File: config.mk
export PLATFORM = sky130hd
export DESIGN_NAME = div_sequencer
export DESIGN_NICKNAME = d
export VERILOG_FILES = /design/src/rtl/div_sequencer.sv
export SDC_FILE = /design/constraint.sdc
export NUM_CORES = 1
export LEC_CHECK = 0
export BUFFER_PORTS_ARGS = -buffer_cell sky130_fd_sc_hd__buf_2
export CAP_MARGIN = 20
export CELL_PAD_IN_SITES_DETAIL_PLACEMENT = 2
export CELL_PAD_IN_SITES_GLOBAL_PLACEMENT = 2
export CORE_MARGIN = 5
export CORE_UTILIZATION = 32
export DETAILED_ROUTE_END_ITERATION = 12
export GPL_TIMING_DRIVEN = 0
export PLACE_DENSITY = 0.81
export SLEW_MARGIN = 30
export SYNTH_ARGS = -nofsm -noshare
export SYNTH_HDL_FRONTEND = slang
export SYNTH_SLANG_ARGS = --single-unit
export TNS_END_PERCENT = 1
File: constraint.sdc
create_clock -name clk -period 2.4 [get_ports clk]
set_input_delay 0.72 -clock clk [delete_from_list [all_inputs] [get_ports clk]]
set_output_delay 0.72 -clock clk [all_outputs]
set_load 0.01 [all_outputs]
File: src/rtl/div_sequencer.sv
// Multi-cycle restoring divider for the 32-bit integer divide: one quotient bit per cycle.
// Signed operation is built only when DIV_SIGNED_EN is defined; otherwise every divide is unsigned.
module div_sequencer #(
  parameter int unsigned WIDTH = 32,
  parameter int unsigned TAG_W = 5
) (
  input  logic             clk,
  input  logic             rst_n,
  input  logic             start,
  input  logic             cancel,
  input  logic             is_signed,
  input  logic [WIDTH-1:0] dividend,
  input  logic [WIDTH-1:0] divisor,
  input  logic [TAG_W-1:0] tag_in,
  output logic             busy,
  output logic             done,
  output logic [WIDTH-1:0] quotient,
  output logic [WIDTH-1:0] remainder,
  output logic [TAG_W-1:0] tag_out
);

  localparam int unsigned CntW = $clog2(WIDTH);

  typedef enum logic [2:0] {StIdle, StPrep, StCalc, StFix, StDone} state_e;

  state_e             state_q;
  logic [WIDTH-1:0]   a_q, b_q, dvsr_q;
  logic [TAG_W-1:0]   tag_q;
  logic [2*WIDTH-1:0] acc_q;
  logic [CntW-1:0]    cnt_q;

  // 33-bit partial remainder after the shift; the top bit is the bit shifted out of acc_q.
  logic [WIDTH:0]   part;
  logic [WIDTH-1:0] diff, low_sh, q_raw, r_raw;
  logic             ge;

  assign part   = acc_q[2*WIDTH-1:WIDTH-1];
  assign low_sh = {acc_q[WIDTH-2:0], 1'b0};
  assign ge     = part >= {1'b0, dvsr_q};
  // Only used when ge holds, so the result always fits in WIDTH bits.
  assign diff   = part[WIDTH-1:0] - dvsr_q;
  assign q_raw  = acc_q[WIDTH-1:0];
  assign r_raw  = acc_q[2*WIDTH-1:WIDTH];

  logic [WIDTH-1:0] a_abs, b_abs, q_out, r_out;

`ifdef DIV_SIGNED_EN
  logic sgn_q, qneg_q, rneg_q;
  logic a_neg, b_neg;

  assign a_neg = sgn_q & a_q[WIDTH-1];
  assign b_neg = sgn_q & b_q[WIDTH-1];
  assign a_abs = a_neg ? -a_q : a_q;
  assign b_abs = b_neg ? -b_q : b_q;
  assign q_out = qneg_q ? -q_raw : q_raw;
  assign r_out = rneg_q ? -r_raw : r_raw;
`else
  logic unused_is_signed;

  assign unused_is_signed = is_signed;
  assign a_abs = a_q;
  assign b_abs = b_q;
  assign q_out = q_raw;
  assign r_out = r_raw;
`endif

  always_ff @(posedge clk) begin
    if (!rst_n) begin
      state_q   <= StIdle;
      busy      <= 1'b0;
      done      <= 1'b0;
      quotient  <= '0;
      remainder <= '0;
      tag_out   <= '0;
      a_q       <= '0;
      b_q       <= '0;
      dvsr_q    <= '0;
      tag_q     <= '0;
      acc_q     <= '0;
      cnt_q     <= '0;
`ifdef DIV_SIGNED_EN
      sgn_q     <= 1'b0;
      qneg_q    <= 1'b0;
      rneg_q    <= 1'b0;
`endif
    end else begin
      done <= 1'b0;
      case (state_q)
        StIdle, StDone: begin
          if (start && !cancel) begin
            a_q     <= dividend;
            b_q     <= divisor;
            tag_q   <= tag_in;
`ifdef DIV_SIGNED_EN
            sgn_q   <= is_signed;
`endif
            busy    <= 1'b1;
            state_q <= StPrep;
          end else begin
            state_q <= StIdle;
          end
        end
        StPrep: begin
          if (cancel) begin
            busy    <= 1'b0;
            state_q <= StIdle;
          end else if (b_q == '0) begin
            quotient  <= '0;
            remainder <= '1;
            tag_out   <= tag_q;
            busy      <= 1'b0;
            done      <= 1'b1;
            state_q   <= StDone;
          end else begin
            acc_q   <= {{WIDTH{1'b0}}, a_abs};
            dvsr_q  <= b_abs;
            cnt_q   <= CntW'(WIDTH - 1);
`ifdef DIV_SIGNED_EN
            qneg_q  <= a_neg ^ b_neg;
            rneg_q  <= a_neg;
`endif
            state_q <= StCalc;
          end
        end
        StCalc: begin
          if (cancel) begin
            busy    <= 1'b0;
            state_q <= StIdle;
          end else begin
            acc_q <= ge ? {diff, low_sh[WIDTH-1:1], 1'b1} : {part[WIDTH-1:0], low_sh};
            cnt_q <= cnt_q - CntW'(1);
            if (cnt_q == '0) state_q <= StFix;
          end
        end
        StFix: begin
          busy <= 1'b0;
          if (cancel) begin
            state_q <= StIdle;
          end else begin
            quotient  <= q_out;
            remainder <= r_out;
            tag_out   <= tag_q;
            done      <= 1'b1;
            state_q   <= StDone;
          end
        end
        default: begin
          busy    <= 1'b0;
          state_q <= StIdle;
        end
      endcase
    end
  end

endmodule

-- Word level (Yosys, flattened, before mapping)
Cells that the tools add are included.
- bits of input ports: 74
- output and inout bits: 71
- flip-flop bits (word level): 244
- logic and storage cells: 80
- magnitude comparators: 1
- reduce and logical (&&, ||, !) cells: 13
- bitwise operators: 2
- add/sub/neg operators: 2
- multiplexer cells: 37
- equality and inequality tests: 13
- operators by type and width (operator ; number):
    $mux 64 ; 4
    $mux 32 ; 6
    $pmux 32 s2 ; 2
    $pmux 64 s2 ; 1
    $ge 33x32->1 ; 1
    $logic_not 32->1 ; 1
    $sub 32x32->32 ; 1
    $mux 5 ; 6
    $pmux 5 s2 ; 2
    $mux 3 ; 5
    $ne 2x2->1 const B ; 7
    $pmux 3 s4 ; 1
    $mux 1 ; 8
    $reduce_and 4->1 ; 2
    $eq 3x2->1 const B ; 2
    $ne 3x3->1 const B ; 2
    $reduce_and 3->1 ; 2
    $logic_not 5->1 ; 1
    $sub 5x1->5 const B ; 1
    $reduce_bool 2->1 ; 2
    $eq 3x1->1 const B ; 1
    $eq 3x3->1 const B ; 1
    $logic_not 3->1 ; 1
    $pmux 1 s3 ; 1
    6 further kinds ; 7

-- Depth between registers and ports, before layout
Gate-level depths: netlist of run 1.
- word-level depth: 4
- depth in mapped cells: 12
- gate-level depth less buffers: 12

-- Least setup slack after synthesis of run 1
No wires, ideal clock.
- kind: register to register
- start point: register dvsr_q[18]
- end point: register acc_q[0]
- buffers on the path: 2
- library setup time: 0.125 ns
- slack: -0.273 ns
- data arrival time: 2.548 ns
- clock period less this slack: 2.673 ns
- data required time: 2.275 ns
- cell stages (with the launch flop): 13
- cells stage by stage: dfxtp_1 > inv_1 > ha_1 > buf_2 > a21o_1 > a21o_1 > a211o_1 > a21oi_1 > a21oi_2 > a211oi_4 > buf_2 > a21oi_1 > o2bb2ai_1
- word-level cells in the longest chain between the ends: 4
- ends and longest elaborated chain (item ; RTL line ; text):
    start, declared ; 27 ; logic [WIDTH-1:0] a_q, b_q, dvsr_q;
    start signal, assigned ; 116 ; dvsr_q <= b_abs;
    $ge 33x32->1 ; 39 ; assign ge = part >= {1'b0, dvsr_q};
    $mux 64 ; 130 ; acc_q <= ge ? {diff, low_sh[WIDTH-1:1], 1'b1} : {part[WIDTH-1:0], low_sh};
    $mux 64 ; 126 ; if (cancel) begin
    $pmux 64 s2 ; 88 ; case (state_q)
    end signal, assigned ; 115 ; acc_q <= {{WIDTH{1'b0}}, a_abs};
    end signal, assigned ; 130 ;
    end, declared ; 29 ; logic [2*WIDTH-1:0] acc_q;
No other way between the ends. The select of a mux whose other input is x is not followed.
A chain may end at the register's enable or synchronous reset.

-- Final worst setup path of run 1
- start point: register dvsr_q[2]
- end point: register acc_q[63]
- word-level cells in the longest chain between the ends: 4
- elaborated cells between the ends (all ways): 5
- classes of those cells: 1 x add/sub; 1 x order compare; 3 x mux
- ends and longest elaborated chain (item ; RTL line):
    $sub 32x32->32 / $ge 33x32->1 (equally long branches) ; 41, 39
    $mux 64 * ; 130
    $mux 64 * ; 126
    $pmux 64 s2 * ; 88
Mark *: on every way between the ends. The rest lies on a longest branch, timed or not. The select of a mux whose other input is x is not followed.

==> impl_metrics.env, run 1 <==
export IMPL_seq_area_frac_synth=0.433
export IMPL_layout_drive_gt1_share=0.268
export IMPL_die_w_um=198
export IMPL_syn_num_nets=1359
export IMPL_rr_startpoint="dvsr_q[2]"
export IMPL_drc=0
export IMPL_rows=68
export IMPL_yosys_top_cells_count="dfxtp_1 (244), nand2_1 (237), mux2i_1 (86), clkbuf_1 (83)"
export IMPL_setup_tns_ps=-8410
export IMPL_ys_seq_elements=244
export IMPL_max_stage_delay_ps=360
export IMPL_hold_viol_final=0
export IMPL_status="finished, violations left"
export IMPL_path_cells="inv_2, ha_4, nor2_4, a211oi_4, o211ai_1, a31o_2, a21oi_4, a211oi_4, buf_12, buf_8, buf_8, a32oi_2, o21ai_1"
export IMPL_hpwl_mm=29.7
export IMPL_via_per_inst=5.35
export IMPL_area_growth_pct=28.0
export IMPL_synth_xor_area_share=0.0210
export IMPL_die_height_um=198
export IMPL_synth_area_leaders="dfxtp_1 (43%), nand2_1 (7.9%), mux2i_1 (7.6%)"
export IMPL_cts_sinks=244
export IMPL_vias=10200
export IMPL_synthCells=1250
export IMPL_clk_path_buf_depth=3
export IMPL_ant_nets=0
export IMPL_synth_top_family_by_area="compound AO/OA/AOI/OAI gates"
export IMPL_clkLatencyLatePin_ps=550
export IMPL_powerDensity_mw_per_mm2=656
export IMPL_crit_path_start_kind="flop"
export IMPL_cts_clk_slew_worst_paths_ps=70
export IMPL_syn_area_mm2=0.0113
export IMPL_grt_max_degree=14
export IMPL_synthSimpleGateAreaFrac=0.166
export IMPL_finClkSkew_ps=15.9
export IMPL_synthAdderAreaFrac=0.0395
export IMPL_synth_distinct_cells=57
export IMPL_setup_viol=35
export IMPL_wl_met1_mm=18.1
export IMPL_power_leakage_nw=6.03
export IMPL_cts_tree="built"
export IMPL_worst_hold_path_type="in -> reg"
export IMPL_dpl_cell_area_mm2=0.0126
export IMPL_critPathMaxFanout=6
export IMPL_async_flop_share=0
export IMPL_max_vdd_ir_drop_v=0.000455
export IMPL_synth_top_flop_cell="dfxtp_1"
export IMPL_wl_met3_mm=1.77
export IMPL_first_iter_violations=381
export IMPL_ctsHtreeMaxLevel=1
export IMPL_hold_buffers=0
export IMPL_synthMuxAreaShare=0.0784
export IMPL_grt_setup_unrepaired="true"
export IMPL_fmax_mhz=351
export IMPL_fin_util=0.417
export IMPL_cp_arrival_ps=3260
export IMPL_worst_path_stages=13
export IMPL_pin_count=145
export IMPL_violations="negative setup slack"
export IMPL_rrSetupSlack_ps=-450
export IMPL_grt_first_pass_wirelength_mm=64.9
export IMPL_dr_pass1_iters=4
export IMPL_grt_usage=0.207
export IMPL_totalWireLength_mm=43.5
export IMPL_r2r_end="acc_q[63]"
export IMPL_start_util=0.325
export IMPL_critical_path_class="reg -> reg"
export IMPL_port_buffers=142
export IMPL_cp_end_kind="flop"
export IMPL_yosys_area_top_type="dfxtp_1"
export IMPL_dieArea_mm2=0.0391
export IMPL_core_area_mm2=0.0346
export IMPL_antenna_found_initial=0
export IMPL_grt_pass1_vias=11300
export IMPL_crit_path_top_delay_cell="dfxtp_2"
export IMPL_max_slew_margin_rel=0.467
export IMPL_yosys_warnings=0
export IMPL_ctsRootBufferMaster="clkbuf_16"
export IMPL_path_delay_family="compound AO/OA/AOI/OAI gates"
export IMPL_synth_top_cell_area_share=0.433
export IMPL_synth_compound_area_share=0.216
export IMPL_detail_route_wl_per_cell_um=22.7
export IMPL_yosysMostFrequentCell="dfxtp_1"
export IMPL_fin_crit_sh=1.19
export IMPL_num_antenna_cells=0
export IMPL_rr_worst_depth=13
export IMPL_numCtsBuffers=28
export IMPL_gp_congestion=0.845
export IMPL_avgSynthCellArea_um2=9.02
export IMPL_worstMarginPinSlew_ps=799
export IMPL_critPathBufInv=4
export IMPL_cp_startpoint="dvsr_q[2]"
export IMPL_stdcell_area_mm2=0.0144
export IMPL_synth_edf_count=0
export IMPL_maxCapViolCount=0
export IMPL_grt_overflow_total=0
export IMPL_finalNetCount=1548
export IMPL_worstSetupEndpoint="acc_q[63]"
export IMPL_setup_ws_ps=-450
export IMPL_fillers=3750
export IMPL_slew_viol_final=0
export IMPL_wl_met2_mm=22.5
export IMPL_min_period_ps=2850
export IMPL_critPathRequiredTime_ps=2810
export IMPL_top_layer="met4"
-- flip-flops by register name, indices dropped and copies added (netlist names) --
register / flops
busy: 1
quotient: 32
remainder: 32
b_abs: 32
cnt_q: 5
tag_q: 5
a_abs: 32
tag_out: 5
done: 1
dvsr_q: 32
acc_q: 64
state_q: 3
-- worst min-delay path, stage by stage --
cell and delay [ps]:
buf_2 100, nand2_1 40, a21boi_0 60
-- cell families after synthesis --
kind of cell,count (synthesis)
flops,244
compound gates,321
mux,88
simple gates,405
buf+inv,130
fa+ha+maj,35
xor+xnor,27
-- cells in the final DEF (no fill, tap or decap), types with 11 or more instances in the layout --
cell type and n:
a21boi_0 77, a21o_1 11, a21oi_1 28, a22oi_1 32
buf_2 146, buf_4 24, clkbuf_1 61, clkbuf_16 29
clkbuf_2 14, dfxtp_1 218, dfxtp_2 24, ha_4 22
inv_1 35, mux2i_1 83, nand2_1 234, nor2_1 19
nor2b_1 76, o211a_1 32, o21ai_0 14, o21ai_1 28
o221a_2 33, xnor2_1 15, xor2_1 12
-- report_power, final --
group / leakage (nW) / internal [mW] / switching (mW) / total, mW
Combinational: 3.59 / 0.401 / 0.524 / 0.924
Sequential: 1.99 / 4.15 / 0.0890 / 4.24
Clock: 0.450 / 2.53 / 1.77 / 4.30
-- per-stage QoR --
stage	cells	power [mW]	hold slack (ps)	worst slack, ps
floorplan	1250	4.80	441	-145
global placement	1847	5.07	453	-842
detailed placement	1847	5.11	465	-905
CTS	1910	9.53	397	-223
global route	1915	9.80	423	-496
finish	1915	9.47	419	-450
-- timing repair --
item	4_1_cts	5_1_grt
setup buffers	19	7
gates cloned	2	0
setup endpoints to repair	162	105
resized for setup	145	56
pin swaps	31	28
-- layer usage --
layer	vias to the layer above	track usage
met5	-	0
met4	0	0.0462
met3	79	0.0278
met2	251	0.388
met1	5130	0.252
li1	4781	-
-- area by class of cell --
cell class                      instances  area [µm²]  share of cell area
Clock buffer                           43         848              0.0588
Tap cell                              455         569              0.0395
Multi-Input combinational cell        876        6510               0.451
Timing Repair Buffer                  169         966              0.0670
Clock inverter                          8        77.6             0.00538
Buffer                                 79         377              0.0261
Inverter                               41         159              0.0110
Sequential cell                       244        4920               0.341
-- how the worst min path moves through the flow --
stage,startpoint,end,slack [ps],cells past startpoint
2_1_floorplan,tag_q[0],tag_out[0],440,2
3_3_place_gp,tag_q[0],tag_out[0],450,2
3_5_place_dp,tag_out[1],tag_out[1],460,2
4_1_cts,dividend[15],a_abs[15],400,3
5_1_grt,dividend[15],a_abs[15],420,3
6_report,dividend[13],a_abs[13],420,3
No activity file was read; power rests on OpenSTA's default activity.
==> inputs of run 2 (changes only) <==
PLACE_DENSITY = default   (was 0.81)
PLACE_DENSITY_LB_ADDON = 0.05   (was default)
==> impl_metrics.env, run 2 (synthesis results as in run 1) <==
export IMPL_status="finished, violations left"
export IMPL_violations="negative setup slack"
export IMPL_worstMarginPinSlew_ps=808
export IMPL_critPathRequiredTime_ps=2820
export IMPL_fmax_mhz=376
export IMPL_cts_tree="built"
export IMPL_switching_power_mw=2.28
export IMPL_fin_crit_sh=1.11
export IMPL_rr_worst_depth=12
export IMPL_port_buffers=142
export IMPL_dpl_cell_area_mm2=0.0126
export IMPL_grt_usage=0.195
export IMPL_stdcell_area_mm2=0.0140
export IMPL_start_util=0.325
export IMPL_rrSetupSlack_ps=-260
export IMPL_first_iter_violations=298
export IMPL_grt_max_degree=15
export IMPL_cts_clk_slew_worst_paths_ps=60
export IMPL_dr_pass1_iters=4
export IMPL_fin_hold_ws_ps=403
export IMPL_grt_pass1_vias=10700
export IMPL_hold_end="a_abs[21]"
export IMPL_power_frac_clock=0.450
export IMPL_rr_startpoint="dvsr_q[5]"
export IMPL_worst_hold_path_type="in -> reg"
export IMPL_min_period_ps=2660
export IMPL_maxCapViolCount=0
export IMPL_vias=9794
export IMPL_gp_congestion=0.818
export IMPL_grt_overflow_total=0
export IMPL_detail_route_wl_per_cell_um=20.4
export IMPL_holdPathStages=3
export IMPL_setup_ws_ps=-257
export IMPL_clkLatencyLatePin_ps=570
export IMPL_dp_slack_ps=-998
export IMPL_critPathMaxFanout=10
export IMPL_crit_path_start_kind="flop"
export IMPL_powerDensity_mw_per_mm2=661
export IMPL_core_area_mm2=0.0346
export IMPL_clk_path_buf_depth=3
export IMPL_final_common_cell="dfxtp_1"
export IMPL_finalNetCount=1539
export IMPL_r2r_end="acc_q[45]"
export IMPL_top_register="acc_q"
export IMPL_layout_drive_gt1_share=0.226
export IMPL_grt_first_pass_wirelength_mm=60.9
export IMPL_totalWireLength_mm=38.8
export IMPL_slew_viol_final=0
export IMPL_rows=68
export IMPL_largest_reg_flops=64
export IMPL_netSwitchingFraction=0.246
export IMPL_drc=0
export IMPL_power_leakage_nw=5.91
export IMPL_max_slew_margin_rel=0.461
export IMPL_finClkSkew_ps=17.3
export IMPL_cp_end_kind="flop"
export IMPL_dieArea_mm2=0.0391
export IMPL_ant_nets=0
export IMPL_max_vdd_ir_drop_v=0.000424
export IMPL_hold_buffers=0
export IMPL_area_growth_pct=24.2
export IMPL_ctsRootBufferMaster="clkbuf_16"
export IMPL_via_per_inst=5.15
export IMPL_critical_path_class="reg -> reg"
export IMPL_fin_util=0.404
export IMPL_grt_setup_unrepaired="true"
export IMPL_hold_viol_final=0
export IMPL_num_antenna_cells=0
export IMPL_power_frac_seq=0.458
export IMPL_p_comb_frac=0.092
export IMPL_fillers=3890
export IMPL_numCtsBuffers=29
export IMPL_die_w_um=198
export IMPL_cp_arrival_ps=3070
export IMPL_cts_sinks=244
export IMPL_antenna_found_initial=1
export IMPL_cellInternalPower_mw=6.98
export IMPL_ctsHtreeMaxLevel=1
export IMPL_setup_viol=33
export IMPL_die_height_um=198
export IMPL_hpwl_mm=29.4
export IMPL_final_cell_mix="dfxtp_1 (236), nand2_1 (234), buf_2 (145)"
export IMPL_hold_start="dividend[21]"
export IMPL_pin_count=145
run 2: cell types whose count changed in the layout (fill, tap and decap cells not counted), moves of 3 or more:
| cell | change |
|---|---|
| inv_1 | +4 |
| dfxtp_2 | -17 |
| buf_4 | -8 |
| clkbuf_1 | +3 |
| ha_4 | -14 |
| o21ai_0 | +8 |
| o21ai_1 | -5 |
| buf_8 | -3 |
| o21ai_2 | -3 |
| dfxtp_1 | +18 |
| ha_1 | +13 |
run 2: per-layer routing:
layer	part of all wire	GRT usage	vias up	routed length, µm
met5	0.00033	0	-	13
met4	0.015	0.0398	2	584
met3	0.034	0.0316	44	1320
met2	0.52	0.361	122	20000
met1	0.43	0.238	4866	16900
li1	-	-	4760	-
run 2: layout make-up:
type                       instances  area (µm²)  area share
buffer                            81         390      0.0279
clock buffer                      42         825      0.0589
clock inverter                     4        48.8     0.00348
inverter                          41         154      0.0110
multi-input combinational        876        6280       0.448
sequential                       244        4900       0.350
tap                              455         569      0.0407
timing repair buffer             157         840      0.0600
run 2: what timing repair did:
action,in CTS,in global routing
gates resized for setup,89,40
gates cloned,0,0
pin swaps,12,15
setup endpoints to repair,167,110
buffers inserted,10,5
run 2: worst max path at each step:
stage                          start   endpoint  slack [ps]  cells past startpoint
after global placement     dvsr_q[4]  acc_q[60]        -930                     10
after detailed placement   dvsr_q[4]  acc_q[58]       -1000                     10
final                      dvsr_q[5]  acc_q[45]        -260                     12
after global routing       dvsr_q[6]  acc_q[45]        -390                     12
after CTS                  acc_q[31]  acc_q[56]        -270                     13
after floorplan           dvsr_q[18]  acc_q[42]        -140                     12
run 2: power groups by stage:
stage / clock network [mW] / logic (mW) / registers, mW
final: 4.16 / 0.853 / 4.24
after global routing: 4.46 / 0.943 / 4.25
after CTS: 4.30 / 0.856 / 4.24
after detailed placement: 0 / 0.796 / 4.33
after global placement: 0 / 0.779 / 4.32
after floorplan: 0 / 0.507 / 4.30
run 2: critical path, stage by stage, from the launching register on:
cell	delay, ps
dfxtp_1	330
inv_1	60
ha_1	390
nor3_2	220
nor2_1	120
o211ai_1	180
a31o_2	260
a21oi_4	80
a211oi_4	240
buf_12	180
buf_12	150
mux2i_1	210
o21ai_1	80
run 2: stage by stage:
| stage | power (mW) | TNS [ps] | instances |
|---|---|---|---|
| after floorplan | 4.80 | -3110 | 1250 |
| after global placement | 5.10 | -81290 | 1847 |
| after detailed placement | 5.12 | -88470 | 1847 |
| after CTS | 9.40 | -7570 | 1897 |
| after global routing | 9.65 | -12820 | 1900 |
| final | 9.26 | -7150 | 1900 |
==> inputs of run 3 (changes only) <==
RECOVER_POWER = 50   (was default)
==> impl_metrics.env, run 3 (synthesis results as in run 1) <==
export IMPL_die_w_um=198
export IMPL_antenna_found_initial=1
export IMPL_pin_count=145
export IMPL_cpMostUsedCell="buf_12"
export IMPL_crit_path_start_kind="flop"
export IMPL_grt_max_degree=15
export IMPL_hold_start="dividend[21]"
export IMPL_rr_worst_depth=12
export IMPL_clkLatencyLatePin_ps=570
export IMPL_grt_pass1_vias=10700
export IMPL_vias=9784
export IMPL_rr_startpoint="dvsr_q[5]"
export IMPL_wl_met2_mm=20.1
export IMPL_wl_met1_mm=16.9
export IMPL_numCtsBuffers=29
export IMPL_rows=68
export IMPL_maxCapViolCount=0
export IMPL_worstMarginPinSlew_ps=787
export IMPL_via_per_inst=5.15
export IMPL_setup_ws_ps=-260
export IMPL_wl_met3_mm=1.35
export IMPL_critPathRequiredTime_ps=2820
export IMPL_slew_viol_final=0
export IMPL_rrSetupSlack_ps=-260
export IMPL_grt_usage=0.195
export IMPL_core_area_mm2=0.0346
export IMPL_fmax_mhz=376
export IMPL_top_layer="met5"
export IMPL_cts_clk_slew_worst_paths_ps=60
export IMPL_detail_route_wl_per_cell_um=20.5
export IMPL_fin_crit_sh=1.11
export IMPL_dp_slack_ps=-998
export IMPL_grt_overflow_total=0
export IMPL_drc=0
export IMPL_r2r_end="acc_q[45]"
export IMPL_violations="negative setup slack"
export IMPL_final_cell_mix="dfxtp_1 (236), nand2_1 (235), clkbuf_1 (135)"
export IMPL_status="finished, violations left"
export IMPL_worst_hold_path_type="in -> reg"
export IMPL_max_slew_margin_rel=0.475
export IMPL_ant_nets=0
export IMPL_totalWireLength_mm=38.9
export IMPL_ctsRootBufferMaster="clkbuf_16"
export IMPL_cp_end_kind="flop"
export IMPL_hold_viol_final=0
export IMPL_power_leakage_nw=5.60
export IMPL_num_antenna_cells=0
export IMPL_setup_viol=37
export IMPL_critPathMaxFanout=10
export IMPL_finClkSkew_ps=17.7
export IMPL_setup_tns_ps=-7260
export IMPL_grt_first_pass_wirelength_mm=60.9
export IMPL_final_common_cell="dfxtp_1"
export IMPL_area_growth_pct=23.4
export IMPL_hold_end="a_abs[21]"
export IMPL_max_vdd_ir_drop_v=0.000424
export IMPL_clk_path_buf_depth=3
export IMPL_crit_path_top_delay_cell="ha_1"
export IMPL_die_height_um=198
export IMPL_grt_setup_unrepaired="true"
export IMPL_gp_congestion=0.818
export IMPL_stdcell_area_mm2=0.0139
export IMPL_finalNetCount=1539
export IMPL_path_cells="inv_1, ha_1, nor3_2, nor2_1, o211ai_1, a31o_2, a21oi_4, a211oi_4, buf_12, buf_12, mux2i_1, o21ai_1"
export IMPL_top_register="acc_q"
export IMPL_first_iter_violations=301
export IMPL_cp_arrival_ps=3080
export IMPL_hpwl_mm=29.4
export IMPL_dr_pass1_iters=4
export IMPL_powerDensity_mw_per_mm2=666
export IMPL_max_stage_delay_ps=390
export IMPL_dieArea_mm2=0.0391
export IMPL_start_util=0.325
export IMPL_layout_drive_gt1_share=0.176
export IMPL_largest_reg_flops=64
export IMPL_dpl_cell_area_mm2=0.0126
export IMPL_cts_sinks=244
export IMPL_port_buffers=142
export IMPL_cts_tree="built"
export IMPL_ctsHtreeMaxLevel=1
export IMPL_path_delay_family="compound AO/OA/AOI/OAI gates"
export IMPL_critPathBufInv=3
export IMPL_critical_path_class="reg -> reg"
export IMPL_holdPathStages=3
export IMPL_min_period_ps=2660
## run 3: cell types whose count changed in the layout (fill, tap and decap cells not counted), sizes merged
| cell | delta |
|---|---|
| clkbuf | +71 |
| buf | -71 |
## run 3: repair_timing
action / 4_1_cts / 5_1_grt
setup endpoints to repair: 167 / 110
hold buffers: 0 / 0
resized for setup: 89 / 40
cloned: 0 / 0
pin swaps: 12 / 15
buffers inserted: 10 / 5
## run 3: power breakdown
group          switching (mW)  total [mW]  internal, mW
clock                    1.72        4.17          2.45
sequential             0.0844        4.24          4.16
combinational           0.479       0.848         0.369
## run 3: worst max-delay path by stage
stage	from	endpoint	slack [ps]	depth (start not counted)
3_5_place_dp	dvsr_q[4]	acc_q[58]	-1000	10
4_1_cts	acc_q[31]	acc_q[56]	-270	13
3_3_place_gp	dvsr_q[4]	acc_q[60]	-930	10
6_report	dvsr_q[5]	acc_q[45]	-260	12
5_1_grt	dvsr_q[6]	acc_q[45]	-390	12
2_1_floorplan	dvsr_q[18]	acc_q[42]	-140	12
## run 3: final cells by class
cell class                      instances  area [µm²]
Clock inverter                          4        48.8
Sequential cell                       244        4900
Buffer                                 81         390
Fill cell                            3893       20700
Multi-Input combinational cell        876        6270
Tap cell                              455         569
Inverter                               41         154
Clock buffer                           42         825
Timing Repair Buffer                  157         751
## run 3: worst reg2reg max path: cells and delay by family (launching register included)
| kind | cells | cell delay (ps) |
|---|---|---|
| mux | 1 | 210 |
| buf+inv | 3 | 400 |
| compound gates | 5 | 840 |
| simple gates | 2 | 340 |
| fa+ha+maj | 1 | 390 |
| flops | 1 | 330 |
## run 3: layer usage
metal	GRT usage	vias up
li1	-	4751
met4	0.0398	2
met2	0.361	125
met5	0	-
met3	0.0316	43
met1	0.238	4863
## run 3: stage by stage
stage               hold slack [ps]  utilization  total power [mW]  instances
global placement                453        0.363              5.10       1847
finish                          402        0.402              9.26       1900
floorplan                       441            -              4.80       1250
CTS                             379        0.399              9.40       1897
detailed placement              461        0.363              5.12       1847
global route                    392        0.402              9.65       1900
